<file path="src/rtl/keccak_msg_padder_pkg.sv">
// Shared modes, rates and padding constants for the Keccak message padder.
package keccak_msg_padder_pkg;

  localparam int LANE_W    = 64;
  localparam int MAX_LANES = 21;
  localparam int IDX_W     = $clog2(MAX_LANES);

  localparam logic [7:0] SUFFIX_SHA3  = 8'h06;
  localparam logic [7:0] SUFFIX_SHAKE = 8'h1F;
  localparam logic [7:0] PAD_END      = 8'h80;

  typedef enum logic [2:0] {
    CM_SHA3_224 = 3'd0,
    CM_SHA3_256 = 3'd1,
    CM_SHA3_384 = 3'd2,
    CM_SHA3_512 = 3'd3,
    CM_SHAKE128 = 3'd4,
    CM_SHAKE256 = 3'd5
  } cmode_t;

  typedef enum logic [2:0] {
    ST_IDLE  = 3'd0,
    ST_START = 3'd1,
    ST_FEED  = 3'd2,
    ST_PAD   = 3'd3,
    ST_DRAIN = 3'd4
  } pad_state_t;

  function automatic logic mode_legal(input logic [2:0] cmode);
    return (cmode <= 3'd5);
  endfunction

  function automatic logic [IDX_W-1:0] rate_lanes(input logic [2:0] cmode);
    logic [IDX_W-1:0] r;
    case (cmode_t'(cmode))
      CM_SHA3_224: r = 5'd18;
      CM_SHA3_256: r = 5'd17;
      CM_SHA3_384: r = 5'd13;
      CM_SHA3_512: r = 5'd9;
      CM_SHAKE128: r = 5'd21;
      CM_SHAKE256: r = 5'd17;
      default:     r = 5'd0;
    endcase
    return r;
  endfunction

  function automatic logic [7:0] suffix_byte(input logic [2:0] cmode);
    return (cmode >= 3'd4) ? SUFFIX_SHAKE : SUFFIX_SHA3;
  endfunction

endpackage

</file>
<file path="src/rtl/keccak_msg_padder_if.sv">
// Message beat stream from the system source into the padder.
interface keccak_msg_padder_if;

  logic [keccak_msg_padder_pkg::LANE_W-1:0] in_data;
  logic [3:0]                               in_bytes;
  logic                                     in_last;
  logic                                     in_valid;
  logic                                     in_ready;

  modport master (output in_data, in_bytes, in_last, in_valid, input in_ready);
  modport slave  (input in_data, in_bytes, in_last, in_valid, output in_ready);

endinterface

</file>
<file path="src/rtl/keccak_msg_padder_pad_lane.sv">
// Combinational lane builder: truncates a final beat, inserts the domain suffix and the closing pad bit.
module keccak_msg_padder_pad_lane
  import keccak_msg_padder_pkg::*;
(
  input  logic [LANE_W-1:0] data,
  input  logic [2:0]        n,
  input  logic              sfx_here,
  input  logic              last_lane,
  input  logic [7:0]        suffix,
  output logic [LANE_W-1:0] lane
);

  logic [LANE_W-1:0] body_s;

  // Bytes below n pass, byte n takes the suffix, bytes above are cleared
  always_comb begin
    body_s = data;
    if (sfx_here) begin
      for (int k = 0; k < LANE_W / 8; k++) begin
        if (3'(k) < n) begin
          body_s[8*k +: 8] = data[8*k +: 8];
        end else if (3'(k) == n) begin
          body_s[8*k +: 8] = suffix;
        end else begin
          body_s[8*k +: 8] = 8'h00;
        end
      end
    end else begin
      body_s = data;
    end
  end

  // The final lane of a padded block carries the closing pad bit in its top byte
  always_comb begin
    lane = body_s;
    if (last_lane) begin
      lane[LANE_W-1 -: 8] = body_s[LANE_W-1 -: 8] | PAD_END;
    end else begin
      lane[LANE_W-1 -: 8] = body_s[LANE_W-1 -: 8];
    end
  end

endmodule

</file>
<file path="src/rtl/keccak_msg_padder.sv">
// Keccak message padder: turns a beat stream into rate-sized lane blocks with suffix and pad10*1.
module keccak_msg_padder
  import keccak_msg_padder_pkg::*;
(
  input  logic               clk,
  input  logic               rst_n,
  input  logic               msg_start,
  input  logic [2:0]         cmode_i,
  keccak_msg_padder_if.slave msg,
  input  logic               core_req,
  output logic               core_wr,
  output logic [LANE_W-1:0]  core_dt,
  output logic               core_last_block,
  output logic               core_start,
  output logic [2:0]         core_cmode,
  output logic               busy,
  output logic               err_cmode
);

  pad_state_t        state_r;
  logic [2:0]        cmode_r;
  logic [IDX_W-1:0]  rate_r;
  logic [7:0]        sfx_byte_r;
  logic [IDX_W-1:0]  lane_idx_r;
  logic [LANE_W-1:0] lane_r;
  logic              lane_vld_r;
  logic              last_blk_r;
  logic              sfx_pend_r;
  logic              core_start_r;
  logic              busy_r;
  logic              err_cmode_r;

  logic              consume_s;
  logic              in_ready_s;
  logic              accept_s;
  logic              pad_load_s;
  logic              fin_short_s;
  logic              at_end_s;
  logic              pad_s;
  logic              sfx_here_s;
  logic              last_lane_s;
  logic [IDX_W-1:0]  idx_inc_s;
  logic [IDX_W-1:0]  pos_s;
  logic [LANE_W-1:0] bld_data_s;
  logic [LANE_W-1:0] bld_lane_s;
  logic [2:0]        bld_n_s;

  // Handshakes and the in-block position of the next lane to be loaded
  always_comb begin
    consume_s   = lane_vld_r && core_req;
    in_ready_s  = (state_r == ST_FEED) && (!lane_vld_r || consume_s);
    accept_s    = msg.in_valid && in_ready_s;
    pad_load_s  = (state_r == ST_PAD) && (!lane_vld_r || consume_s);
    fin_short_s = msg.in_last && (msg.in_bytes < 4'd8);
    idx_inc_s   = (lane_idx_r == rate_r - 5'd1) ? {IDX_W{1'b0}} : lane_idx_r + 5'd1;
    // a held lane sits at lane_idx, so a new one lands right after it
    pos_s       = lane_vld_r ? idx_inc_s : lane_idx_r;
    at_end_s    = (pos_s == rate_r - 5'd1);
    if (state_r == ST_FEED) begin
      bld_data_s = msg.in_data;
      bld_n_s    = msg.in_bytes[2:0];
      sfx_here_s = fin_short_s;
      pad_s      = fin_short_s;
    end else begin
      bld_data_s = {LANE_W{1'b0}};
      bld_n_s    = 3'd0;
      sfx_here_s = sfx_pend_r;
      pad_s      = 1'b1;
    end
    last_lane_s = at_end_s && pad_s;
  end

  keccak_msg_padder_pad_lane u_pad_lane (
    .data      (bld_data_s),
    .n         (bld_n_s),
    .sfx_here  (sfx_here_s),
    .last_lane (last_lane_s),
    .suffix    (sfx_byte_r),
    .lane      (bld_lane_s)
  );

  // Message FSM with lane register, consumed-lane counter and registered control outputs
  always_ff @(posedge clk) begin
    if (!rst_n) begin
      state_r      <= ST_IDLE;
      cmode_r      <= 3'd0;
      rate_r       <= {IDX_W{1'b0}};
      sfx_byte_r   <= 8'h00;
      lane_idx_r   <= {IDX_W{1'b0}};
      lane_r       <= {LANE_W{1'b0}};
      lane_vld_r   <= 1'b0;
      last_blk_r   <= 1'b0;
      sfx_pend_r   <= 1'b0;
      core_start_r <= 1'b0;
      busy_r       <= 1'b0;
      err_cmode_r  <= 1'b0;
    end else begin
      core_start_r <= 1'b0;
      err_cmode_r  <= 1'b0;
      if (consume_s) begin
        lane_idx_r <= idx_inc_s;
        lane_vld_r <= 1'b0;
        last_blk_r <= 1'b0;
      end else begin
        lane_idx_r <= lane_idx_r;
      end
      case (state_r)
        ST_IDLE: begin
          if (msg_start && mode_legal(cmode_i)) begin
            state_r      <= ST_START;
            cmode_r      <= cmode_i;
            rate_r       <= rate_lanes(cmode_i);
            sfx_byte_r   <= suffix_byte(cmode_i);
            sfx_pend_r   <= 1'b0;
            core_start_r <= 1'b1;
            busy_r       <= 1'b1;
          end else if (msg_start) begin
            err_cmode_r <= 1'b1;
          end else begin
            state_r <= ST_IDLE;
          end
        end
        ST_START: begin
          state_r <= ST_FEED;
        end
        ST_FEED: begin
          if (accept_s) begin
            lane_r     <= bld_lane_s;
            lane_vld_r <= 1'b1;
            last_blk_r <= pad_s;
            if (msg.in_last && fin_short_s) begin
              state_r <= at_end_s ? ST_DRAIN : ST_PAD;
            end else if (msg.in_last) begin
              // a full final beat pushes the suffix into the following lane
              state_r    <= ST_PAD;
              sfx_pend_r <= 1'b1;
            end else begin
              state_r <= ST_FEED;
            end
          end else begin
            state_r <= ST_FEED;
          end
        end
        ST_PAD: begin
          if (pad_load_s) begin
            lane_r     <= bld_lane_s;
            lane_vld_r <= 1'b1;
            last_blk_r <= 1'b1;
            sfx_pend_r <= 1'b0;
            state_r    <= at_end_s ? ST_DRAIN : ST_PAD;
          end else begin
            state_r <= ST_PAD;
          end
        end
        ST_DRAIN: begin
          if (consume_s) begin
            state_r <= ST_IDLE;
            busy_r  <= 1'b0;
          end else begin
            state_r <= ST_DRAIN;
          end
        end
        default: begin
          state_r    <= ST_IDLE;
          busy_r     <= 1'b0;
          lane_vld_r <= 1'b0;
        end
      endcase
    end
  end

  assign msg.in_ready     = in_ready_s;
  assign core_wr          = lane_vld_r;
  assign core_dt          = lane_r;
  assign core_last_block  = last_blk_r;
  assign core_start       = core_start_r;
  assign core_cmode       = cmode_r;
  assign busy             = busy_r;
  assign err_cmode        = err_cmode_r;

endmodule
</file>
<file path="src/flat_wrapper.sv">
// flat-port wrapper written by rule: the top's interface ports become plain ports
module keccak_msg_padder_flat import keccak_msg_padder_pkg::*;
  (clk, rst_n, msg_start, cmode_i, core_req, core_wr, core_dt, core_last_block, core_start, core_cmode, busy, err_cmode, msg_in_data, msg_in_bytes, msg_in_last, msg_in_valid, msg_in_ready);
  keccak_msg_padder_if msg_i ();
  input  logic clk;
  input  logic rst_n;
  input  logic msg_start;
  input  logic [2:0] cmode_i;
  input  logic core_req;
  output logic core_wr;
  output logic [LANE_W-1:0] core_dt;
  output logic core_last_block;
  output logic core_start;
  output logic [2:0] core_cmode;
  output logic busy;
  output logic err_cmode;
  input wire logic [$bits(msg_i.in_data)-1:0] msg_in_data;
  input wire logic [$bits(msg_i.in_bytes)-1:0] msg_in_bytes;
  input wire logic [$bits(msg_i.in_last)-1:0] msg_in_last;
  input wire logic [$bits(msg_i.in_valid)-1:0] msg_in_valid;
  output wire logic [$bits(msg_i.in_ready)-1:0] msg_in_ready;
  assign msg_i.in_data = msg_in_data;
  assign msg_i.in_bytes = msg_in_bytes;
  assign msg_i.in_last = msg_in_last;
  assign msg_i.in_valid = msg_in_valid;
  assign msg_in_ready = msg_i.in_ready;
  keccak_msg_padder u_core (.clk(clk), .rst_n(rst_n), .msg_start(msg_start), .cmode_i(cmode_i), .msg(msg_i), .core_req(core_req), .core_wr(core_wr), .core_dt(core_dt), .core_last_block(core_last_block), .core_start(core_start), .core_cmode(core_cmode), .busy(busy), .err_cmode(err_cmode));
endmodule
</file>
<file path="config.mk">
export PLATFORM = sky130hd
export DESIGN_NAME = keccak_msg_padder_flat
export DESIGN_NICKNAME = d
export VERILOG_FILES = /design/src/rtl/keccak_msg_padder_pkg.sv /design/src/rtl/keccak_msg_padder_if.sv /design/src/rtl/keccak_msg_padder_pad_lane.sv /design/src/rtl/keccak_msg_padder.sv /design/src/flat_wrapper.sv
export SDC_FILE = /design/constraint.sdc
export NUM_CORES = 1
export LEC_CHECK = 0
export BUFFER_PORTS_ARGS = -buffer_cell sky130_fd_sc_hd__clkbuf_2
export CAP_MARGIN = 10
export CORE_MARGIN = 1.5
export CORE_UTILIZATION = 49
export DETAILED_ROUTE_END_ITERATION = 16
export PLACE_DENSITY = 0.77
export SKIP_CTS_REPAIR_TIMING = 1
export SYNTH_ARGS = -nofsm -noshare
export SYNTH_HDL_FRONTEND = slang
export SYNTH_SLANG_ARGS = --single-unit
export TNS_END_PERCENT = 100
</file>
<file path="constraint.sdc">
create_clock -name clk -period 2.6 [get_ports clk]
set_input_delay 0.39 -clock clk [delete_from_list [all_inputs] [get_ports clk]]
set_output_delay 0.39 -clock clk [all_outputs]
set_load 0.01 [all_outputs]
</file>
==> results.md, run 1 <==
- Outcome: completed
- Netlist cell types: 54
- Multi-input combinational cell area: 0.00204 mm2
- DR WL/cell: approximately 15 um
- CP cell instances: inv_1 -> ha_1 -> nor3b_4 -> xnor2_1 -> nor3_4 -> a311oi_2 -> or4b_4 -> o22ai_2
- Critical Path End Type: register
- Standard-cell rows: 32
- Largest area contributor in the netlist: dfxtp_1
- P_leak: 2.19 nW
- Final nets: 710
- Clk_skew: 0.0114 ns
- Grt ovf: 0
- Critical path type: register to register
- Die Width: 92.4 um
- Yosys reg bits: 88
- GPL Wtd Cong: a little under 0.9
- First-pass GRT wire length: roughly 17000 um
- Worst setup endpoint: u_core.core_dt[63]
- Clk buf depth: 2
- Initial antenna violation count: 0
- Max_cap viols: 0
- Worst reg-to-reg setup slack: 0.17 ns
- Diodes inserted: 0
- Fraction of layout cells with a size suffix above 1: 0.300
- Number of global-route vias before repair: between 3000 and 4000
- Syn_area_per_cell: 8.08 um2
- Final core utilization: 0.645
- Reg area: 0.00176 mm2
- Antenna Nets Post-Route: 0
- Worst slew pin tran: 0.709 ns
- R2R Path Start: u_core.rate_r[0]
- Largest net degree at the start of global routing: 54
- Initial Util: 0.507
- Total track usage: 0.254
- Most used DFF post-synth: dfxtp_1
- Final WL: around 11000 um
- Headroom to the max-slew limit: 0.527
- CP startpoint kind: register
- Worst path bufs/invs: 1
- Post-route DRC: 0
- Die H: ~90 um
- Clock Root Buffer: clkbuf_8
- Setup TNS: 0 ns
- RSZ-0062 raised after global routing: false
- Hold path cells: 3
- DP Wirelength: 8020 um
- Gate Count Post-Synth: 485
- Drt pass-1 iters: 6
- VDD IR max: 340 uV
- Final Setup Violations: 0
- Yosys warnings: 0
- Worst Hold Class: primary input to register
- Reg-to-reg endpoint: u_core.core_dt[63]
- Core area: 0.00773 mm2
- Htree depth: 3
- Detailed-route via count: 4079
- Synth top area share: 0.450
- Slowest-stage cell, CP: or4b_4
- Worst Reg2Reg Path Length in Cells: 8
- Boundary Pins: 150
- Synth Net Count: 564
- Fmax: 411 MHz
- Iter 0 DRT Violations: 257
- Final Hold Vio Count: 0
- Drt via density: 5.53
- IO buf count: 149
- Max-slew violation total from the final report: 0
- Final Cycle Share: 0.936
- Largest stage delay, worst path: roughly 0.56 ns
- Crit path required time: 2.89 ns
- Sequential element share of the synthesized area: 0.450
- Synthesized cell area: roughly 0.0039 mm2
- Async S/R FF share, synth: 0
- Power Density: 564 mW/mm2
- Skew-Pair Late Insertion Delay: 0.36 ns
- Die Footprint: 0.00854 mm2
- Area grow syn2layout: 27.2%
- CP arrival: 2.72 ns
- Critical path fanouts, max: 6
- CTS tree: yes
- Clk sink count: between 80 and 90
- Area contributors post-synth: dfxtp_1, a21oi_1, nor2_1
- Number of synthesized flops with an enable pin: 0
- CP Launch Point: u_core.rate_r[0]
- Crit path time final: 2.43 ns
- Total power: 0.00281 W
- TritonCTS Buffers: 9
- CP Depth: 8
- Reg clk slew, reported paths: 0.10 ns
- Layout fillers: 691
- CP top delay family: simple AND/OR/NAND/NOR gates
==> how the worst min path moves through the flow <==
stage / slack (ns) / end / from
finish: 0.25 / u_core.core_dt[4] / msg_in_data[4]
global route: 0.24 / u_core.core_dt[14] / msg_in_data[14]
CTS: 0.23 / u_core.core_dt[4] / msg_in_data[4]
detailed placement: 0.45 / u_core.core_dt[14] / u_core.core_dt[14]
global placement: 0.44 / u_core.core_dt[5] / u_core.core_dt[5]
floorplan: 0.46 / u_core.sfx_byte_r[3] / u_core.sfx_byte_r[3]
==> cell type report <==
type,instances,area share
clock buffer,9,0.0249
clock inverter,7,0.0136
inverter,8,0.00603
multi-input combinational,363,0.408
sequential,88,0.354
tap,102,0.0256
timing repair buffer,161,0.168
==> cells by family (layout without fill, tap and decap cells) <==
group / after synthesis / after routing / share of synthesized area
xor+xnor: 13 / 13 / 0.0345
fa+ha+maj: 2 / 2 / 0.00639
simple gates: 180 / 180 / 0.215
mux: 1 / 1 / 0.00256
compound gates: 167 / 167 / 0.257
buf+inv: 34 / 185 / 0.0355
flops: 88 / 88 / 0.450
==> layer usage <==
metal / up-vias / routed length (um) / GRT usage
li1: 2032 / - / -
met1: 1880 / 4760 / 0.321
met2: 142 / 5260 / 0.414
met3: 25 / 653 / 0.0624
met4: 0 / 284 / 0.103
met5: - / 0 / 0
==> power by group <==
group	internal, W	switching, W
Sequential	0.00140	0.0000393
Combinational	0.000181	0.000278
Clock	0.000366	0.000545
==> stage by stage <==
step | instances | setup WS (ns) | instance area [um2] | hold WS, ns
floorplan | 485 | 0.317 | 3920 | 0.463
CTS | 738 | 0.119 | 4970 | 0.234
detailed placement | 722 | 0.144 | 4780 | 0.446
finish | 738 | 0.166 | 4980 | 0.247
global placement | 722 | 0.236 | 4780 | 0.438
global route | 738 | 0.0308 | 4980 | 0.239
==> cell usage in the layout (no fill, tap or decap), types with 4 or more instances in the layout <==
master,count
clkbuf_2,149
dfxtp_1,87
nor2_1,79
a21oi_1,64
o21ai_0,49
nand2_1,42
nand3_1,17
a22oi_1,16
buf_4,12
a221oi_1,10
clkbuf_8,9
nor3_1,8
inv_1,7
nand2b_1,5
xnor2_1,5
xor2_1,5
a31oi_1,5
or3_1,4
o31ai_1,4
==> synthesized netlist by cell type (all sizes together), types with 3 or more instances <==
cell,n
dfxtp,88
nor2,79
a21oi,64
o21ai,50
nand2,42
clkbuf,20
nand3,18
a22oi,16
nor3,11
a221oi,10
inv,8
buf,6
xnor2,6
xor2,6
a31oi,5
nand2b,5
o31ai,4
or3,4
a211oi,3
nand4,3
nor3b,3
nor4,3
o211ai,3
==> sequential cells by signal, summed over array words and instances (netlist names) <==
name                    flops
u_core.sfx_pend_r           1
u_core.core_start           1
u_core.core_last_block      1
u_core.err_cmode            1
u_core.busy                 1
u_core.state_r              3
u_core.sfx_byte_r           2
u_core.core_cmode           3
u_core.rate_r               5
u_core.lane_idx_r           5
u_core.core_dt             64
u_core.core_wr              1
==> worst register-to-register path: cells and delay by family (launching register included) <==
kind                     cells  cell delay, ns
XOR/XNOR                     1            0.18
adder cells (fa/ha/maj)      1            0.28
AO/OA/AOI/OAI                2            0.29
buffers and inverters        1            0.10
AND/OR/NAND/NOR              3            1.16
flip-flops                   1            0.35
No activity file was read; power rests on OpenSTA's default activity.
==> inputs of run 2 (changes only) <==
--- a/config.mk
+++ b/config.mk
@@ -7,6 +7,7 @@
 export LEC_CHECK = 0
 export BUFFER_PORTS_ARGS = -buffer_cell sky130_fd_sc_hd__clkbuf_2
 export CAP_MARGIN = 10
+export CORE_ASPECT_RATIO = 1.4
 export CORE_MARGIN = 1.5
 export CORE_UTILIZATION = 49
 export DETAILED_ROUTE_END_ITERATION = 16
==> run 2 against run 1 <==
Effect of this change:
- sequential power barely moved
- largest power group unchanged
- total power up 2.8%
- sequential share of layout area is essentially flat
- first-iteration DRC count increased by 38%
- largest cell class unchanged
- worst hold slack improved by 0.011 ns
- clock skew barely moved
- wire length rose by 3.7%
- register-to-register slack is essentially flat
- non-clock buffer count unchanged
==> results.md, run 2 (synthesized netlist as in run 1, its figures left out) <==
- Most frequent cells in the layout: clkbuf_2, dfxtp_1, nor2_1
- Reg area: 0.00176 mm2 (unchanged)
- RSZ-0062 raised after global routing: false
- Final WS setup: 0.170 ns (+0.00383 ns)
- Fraction of layout cells with a size suffix above 1: 0.299 (-0.00174)
- Fmax: 412 MHz (+0.16%)
- GPL Wtd Cong: 0.976 (+12%)
- Largest stage delay, worst path: 0.50 ns (-0.06 ns)
- Flop pwr share: 0.498 (-0.014)
- Iter 0 DRT Violations: 354 (+38%)
- Hold_sp: msg_in_data[1]
- CP arrival: 2.71 ns (about the same)
- Number of global-route vias before repair: 3760 (-1.1%)
- Hold_ws: 0.259 ns (+0.0114 ns)
- First-pass GRT wire length: 18100 um (+3.4%)
- Max reg flops: 64 (unchanged)
- Layout fillers: 700 (+1.3%)
- Core area: 0.00775 mm2 (+0.29%)
- CP top delay family: simple AND/OR/NAND/NOR gates
- Die H: 109 um (+18%)
- Comb power frac: 0.161 (-0.002)
- Die Footprint: 0.00855 mm2 (about the same)
- P_leak: 2.20 nW (+0.54%)
- Skew-Pair Late Insertion Delay: 0.36 ns (about the same)
- Critical path fanouts, max: 5 (-1)
- R2R Path Start: u_core.rate_r[1]
- Power Density: 579 mW/mm2 (+2.7%)
- Most common cell after layout, fill and taps aside: clkbuf_2
- Largest net degree at the start of global routing: 54 (unchanged)
- Antenna Nets Post-Route: 0 (unchanged)
- Initial Util: 0.505 (-0.00147)
- DP Wirelength: 8440 um (+5.2%)
- Setup TNS: 0 ns (unchanged)
- Max_cap viols: 0 (unchanged)
- Clk pwr share: 0.341 (+0.017)
- Grt ovf: 0 (unchanged)
- Drt pass-1 iters: 5 (-1)
- Final WL: 11400 um (+3.7%)
- Crit path required time: 2.88 ns (about the same)
- Initial antenna violation count: 0 (unchanged)
- Crit path time final: 2.43 ns (-0.00383 ns)
- Htree depth: 3 (unchanged)
- Clock Root Buffer: clkbuf_8
- Worst Hold Class: primary input to register
- Clk buf depth: 2 (unchanged)
- Headroom to the max-slew limit: 0.533 (+0.00580)
- Boundary Pins: 150 (unchanged)
- Clk sink count: 88 (unchanged)
- Reg clk slew, reported paths: 0.08 ns (-0.02 ns)
- Outcome: completed
- DR WL/cell: 15.5 um (+4.4%)
- Pint: 0.00211 W (+8.1%)
- Final nets: 710 (unchanged)
- Clk_skew: 0.0112 ns (-0.000196 ns)
- Net Sw Frac: 0.271 (-0.0359)
- Area grow syn2layout: 27.3%
- CTS tree: yes
- CP startpoint kind: register
- VDD IR max: 521 uV (+53%)
- Final Cycle Share: 0.935 (-0.00147)
- Critical Path End Type: register
- Multi-input combinational cell area: 0.00204 mm2 (+0.12%)
- Worst path bufs/invs: 1 (unchanged)
- CP Launch Point: u_core.rate_r[1]
- Standard-cell rows: 38 (+19%)
- Worst slew pin tran: 0.701 ns (-0.00870 ns)
- Total track usage: 0.270 (+0.0156)
- IO buf count: 149 (unchanged)
- Post-route DRC: 0 (unchanged)
- Drt via density: 5.63 (+1.9%)
- Final Hold Vio Count: 0 (unchanged)
- TritonCTS Buffers: 9 (unchanged)
- NetSw: 0.000782 W (-9.2%)
- Max-slew violation total from the final report: 0 (unchanged)
- Diodes inserted: 0 (unchanged)
- Slowest-stage cell, CP: or4b_4
- CP cell instances: inv_1 -> ha_2 -> xor2_1 -> nand3_2 -> o2111a_1 -> a41o_1 -> or4b_4 -> o22ai_2
- Final Setup Violations: 0 (unchanged)
- Critical path type: register to register
- Worst slack, placed: 0.147 ns (+0.00290 ns)
- Detailed-route via count: 4128 (+1.2%)
- Die Width: 78.6 um (-15%)
==> run 2: path summary, 6_finish.rpt <==
path                            slack, ns  cells after the start                  to
worst max-delay path                 0.17                      8  u_core.core_dt[63]
worst min register to register       0.46                      2  u_core.core_dt[13]
worst max register to register       0.17                      8  u_core.core_dt[63]
worst min-delay path                 0.26                      3   u_core.core_dt[1]
==> run 2: cell type report <==
type / instances / area share
timing repair buffer: 161 / 0.168
inverter: 8 / 0.00602
multi-input combinational: 363 / 0.409
clock buffer: 9 / 0.0248
sequential: 88 / 0.353
clock inverter: 4 / 0.0145
tap: 100 / 0.0251
==> run 2: tightest hold or removal path, delay by kind of cell <==
kind                   cells  cell delay, ns
AO/OA/AOI/OAI              1            0.06
buffers and inverters      1            0.08
AND/OR/NAND/NOR            1            0.04
==> run 2: power groups by stage <==
| stage | Sequential [W] | Clock [W] | Combinational, W |
|---|---|---|---|
| floorplan | 0.00148 | 0 | 0.000263 |
| global placement | 0.00146 | 0 | 0.000440 |
| detailed placement | 0.00147 | 0 | 0.000452 |
| CTS | 0.00144 | 0.00101 | 0.000455 |
| global route | 0.00145 | 0.00107 | 0.000514 |
| finish | 0.00144 | 0.000985 | 0.000465 |
==> run 2: through the flow <==
step,cell area (um2),power (W),std cells,util
5_1_grt,4990,0.00303,733,0.644
2_1_floorplan,3920,0.00174,485,-
4_1_cts,4960,0.00290,732,0.640
3_3_place_gp,4770,0.00190,719,0.615
3_5_place_dp,4770,0.00192,719,0.615
6_report,4990,0.00289,733,0.644
==> run 2: layer usage <==
| layer | up-vias | track usage | wire length [um] |
|---|---|---|---|
| met1 | 1947 | 0.308 | 4490 |
| met5 | - | 0 | 0 |
| met3 | 15 | 0.0619 | 553 |
| met4 | 0 | 0.0995 | 203 |
| met2 | 140 | 0.486 | 6130 |
| li1 | 2026 | - | - |
==> inputs of run 3 (changes only) <==
--- a/config.mk
+++ b/config.mk
@@ -5,11 +5,12 @@
 export SDC_FILE = /design/constraint.sdc
 export NUM_CORES = 1
 export LEC_CHECK = 0
+export ABC_AREA = 1
 export BUFFER_PORTS_ARGS = -buffer_cell sky130_fd_sc_hd__clkbuf_2
 export CAP_MARGIN = 10
 export CORE_ASPECT_RATIO = 1.4
 export CORE_MARGIN = 1.5
-export CORE_UTILIZATION = 49
+export CORE_UTILIZATION = 50
 export DETAILED_ROUTE_END_ITERATION = 16
 export PLACE_DENSITY = 0.77
 export SKIP_CTS_REPAIR_TIMING = 1
==> run 3 against run 2 <==
Effect of this change:
- critical path depth rose by 8
- first-iteration DRC count fell by 39%
- utilization fell by 0.22 points
- sequential share of layout area fell by 3.3 points
- worst hold slack improved by 0.0091 ns
- combinational power rose by 14%
- global-route usage fell by 1.3 points
==> results.md, run 3 <==
- Most common cell after layout, fill and taps aside: clkbuf_2
- Synth Net Count: 684 (+21%)
- Wire length on met2: 6070 um (-0.96%)
- Core area: 0.00856 mm2 (+10%)
- CP startpoint kind: register
- Clk buf depth: 2 (unchanged)
- Post-Layout Cell Count: 860 (+17%)
- Final WL: 11600 um (+1.8%)
- Worst slew pin tran: 0.706 ns (+0.00501 ns)
- Crit path time final: 2.39 ns (-0.0389 ns)
- First-pass GRT wire length: 18600 um (+2.7%)
- Netlist cell types: 43 (-20%)
- Slowest-stage cell, CP: dfxtp_1
- DP Wirelength: 8690 um (+3.0%)
- Placed cell count: 842 (+17%)
- Async S/R FF share, synth: 0 (unchanged)
- Die Width: 82.2 um (+4.6%)
- Critical path type: register to register
- Area grow syn2layout: 25.1%
- Worst slack, placed: 0.188 ns (+0.0409 ns)
- GPL Wtd Cong: 0.854 (-13%)
- Outcome: completed
- Synthesized cell area: 0.00439 mm2 (+12%)
- Most frequent CP cell: nand2_1
- VDD IR max: 416 uV (-20%)
- CP top delay family: simple AND/OR/NAND/NOR gates
- Worst path bufs/invs: 2 (+1)
- Detailed-route via count: 4469 (+8.3%)
- Skew-Pair Late Insertion Delay: 0.34 ns (-0.02 ns)
- Layout fillers: 767 (+9.6%)
- Max reg flops: 64 (unchanged)
- Antenna Nets Post-Route: 0 (unchanged)
- Grt ovf: 0 (unchanged)
- Yosys warnings: 0 (unchanged)
- Diodes inserted: 0 (unchanged)
- Max-slew violation total from the final report: 0 (unchanged)
- Syn_area_per_cell: 7.25 um2 (-10%)
- Yosys reg bits: 88 (unchanged)
- Clk_skew: 0.00648 ns (-0.00468 ns)
- Boundary Pins: 150 (unchanged)
- Most frequent cells in the layout: clkbuf_2, nand2_1, dfxtp_1
- Gate Count Post-Synth: 605 (+25%)
- Power Density: 594 mW/mm2 (+2.7%)
- Count leader, synth: nand2_1
- Hold_ws: 0.268 ns (+0.00906 ns)
- Largest stage delay, worst path: 0.37 ns (-0.13 ns)
- Final Hold Vio Count: 0 (unchanged)
- Drt pass-1 iters: 5 (unchanged)
- R2R Path Start: u_core.rate_r[0]
- CP arrival: 2.60 ns (-0.11 ns)
- Final WS setup: 0.209 ns (+0.0389 ns)
- Number of global-route vias before repair: 4235 (+13%)
- CP Launch Point: u_core.rate_r[0]
- Crit path required time: 2.81 ns (-0.07 ns)
- Sequential element share of the synthesized area: 0.401 (-0.0483)
- DR WL/cell: 13.5 um (-13%)
- Die H: 114 um (+4.7%)
- Largest net degree at the start of global routing: 61 (+13%)
- Worst Hold Class: primary input to register
- Standard-cell rows: 40 (+5.3%)
- P_leak: 2.78 nW (+26%)
- WL met3: 610 um (+10%)
- Commonest cells post-synth: nand2_1, dfxtp_1, inv_1
- Reg clk slew, reported paths: 0.06 ns (-0.02 ns)
- Fmax: 418 MHz (+1.6%)
- Post-route DRC: 0 (unchanged)
- Critical path fanouts, max: 8 (+3)
- IO buf count: 149 (unchanged)
- Top Layer Used: met4
- Drt via density: 5.20 (-7.7%)
- CP cell instances: inv_1 -> ha_1 -> nand2_1 -> inv_1 -> nor2_1 -> nand2_1 -> nor2_4 -> nand4_4 -> nand3_2 -> nand3_1 -> nand2_1 -> nand2_1 -> nor2_2 -> nand4_1 -> nand2_1 -> a21oi_1
- Fraction of layout cells with a size suffix above 1: 0.289 (-0.00984)
- Die Footprint: 0.00936 mm2 (+9.5%)
- Largest area contributor in the netlist: dfxtp_1
- Area contributors post-synth: dfxtp_1, nand2_1, inv_1
- Clock Root Buffer: clkbuf_16
- Iter 0 DRT Violations: 215 (-39%)
- Total track usage: 0.257 (-0.0130)
- Synth top area share: 0.401 (-0.0483)
- Total power: 0.00326 W (+13%)
- Critical Path End Type: register
- Final Cycle Share: 0.920 (-0.0150)
- Initial antenna violation count: 0 (unchanged)
- Max_cap viols: 0 (unchanged)
- Number of synthesized flops with an enable pin: 0 (unchanged)
- Htree depth: 3 (unchanged)
- Initial Util: 0.513 (+0.00738)
- Final Setup Violations: 0 (unchanged)
- CTS tree: yes
- Met1 wire length: 4640 um (+3.2%)
- Hold_sp: msg_in_data[54]
- Clk sink count: 88 (unchanged)
- Final nets: 830 (+17%)
- TritonCTS Buffers: 9 (unchanged)
- Headroom to the max-slew limit: 0.527 (-0.00625)
- Most used DFF post-synth: dfxtp_1
run 3: layer usage:
metal	up-vias	global-route usage
met5	-	0
met4	0	0.107
met3	27	0.0568
met2	128	0.456
met1	2054	0.287
li1	2260	-
run 3: report_power, final:
group          internal (W)  switching [W]  total, W
combinational      0.000194       0.000335  0.000529
sequential          0.00141      0.0000385   0.00145
clock              0.000761       0.000522   0.00128
run 3: final cells by class:
class / instances / area (um2) / area share
multi-input combinational: 400 / 2120 / 0.386
sequential: 88 / 1760 / 0.321
timing repair buffer: 159 / 833 / 0.152
inverter: 93 / 357 / 0.0649
clock buffer: 11 / 243 / 0.0442
tap: 105 / 131 / 0.0239
clock inverter: 4 / 45.0 / 0.00820
run 3: worst paths after layout:
check                              end  cells after the start  slack [ns]
setup / recovery     u_core.state_r[1]                     16        0.21
hold / removal      u_core.core_dt[54]                      3        0.27
setup reg to reg     u_core.state_r[1]                     16        0.21
hold reg to reg   u_core.core_cmode[2]                      2        0.47
run 3: tightest hold or removal path: cells and delay by family:
| kind | cells | cell delay [ns] |
|---|---|---|
| buffers and inverters | 1 | 0.08 |
| AND/OR/NAND/NOR | 1 | 0.05 |
| AO/OA/AOI/OAI | 1 | 0.05 |
run 3: through the flow:
step                      cell area [um2]   util    TNS, ns
after floorplan                      4390      -          0
after global placement               5180  0.605          0
after global routing                 5490  0.642  -0.000513
after detailed placement             5180  0.605          0
after CTS                            5470  0.639          0
final                                5490  0.642          0
run 3: kinds of logic (layout without fill, tap and decap cells):
logic type,count (synthesis),count (layout),synth area share
XOR/XNOR,2,2,0.00399
AO/OA/AOI/OAI,118,118,0.169
adder cells (fa/ha/maj),2,2,0.00570
AND/OR/NAND/NOR,278,278,0.304
flip-flops,88,88,0.401
buffers and inverters,117,267,0.116
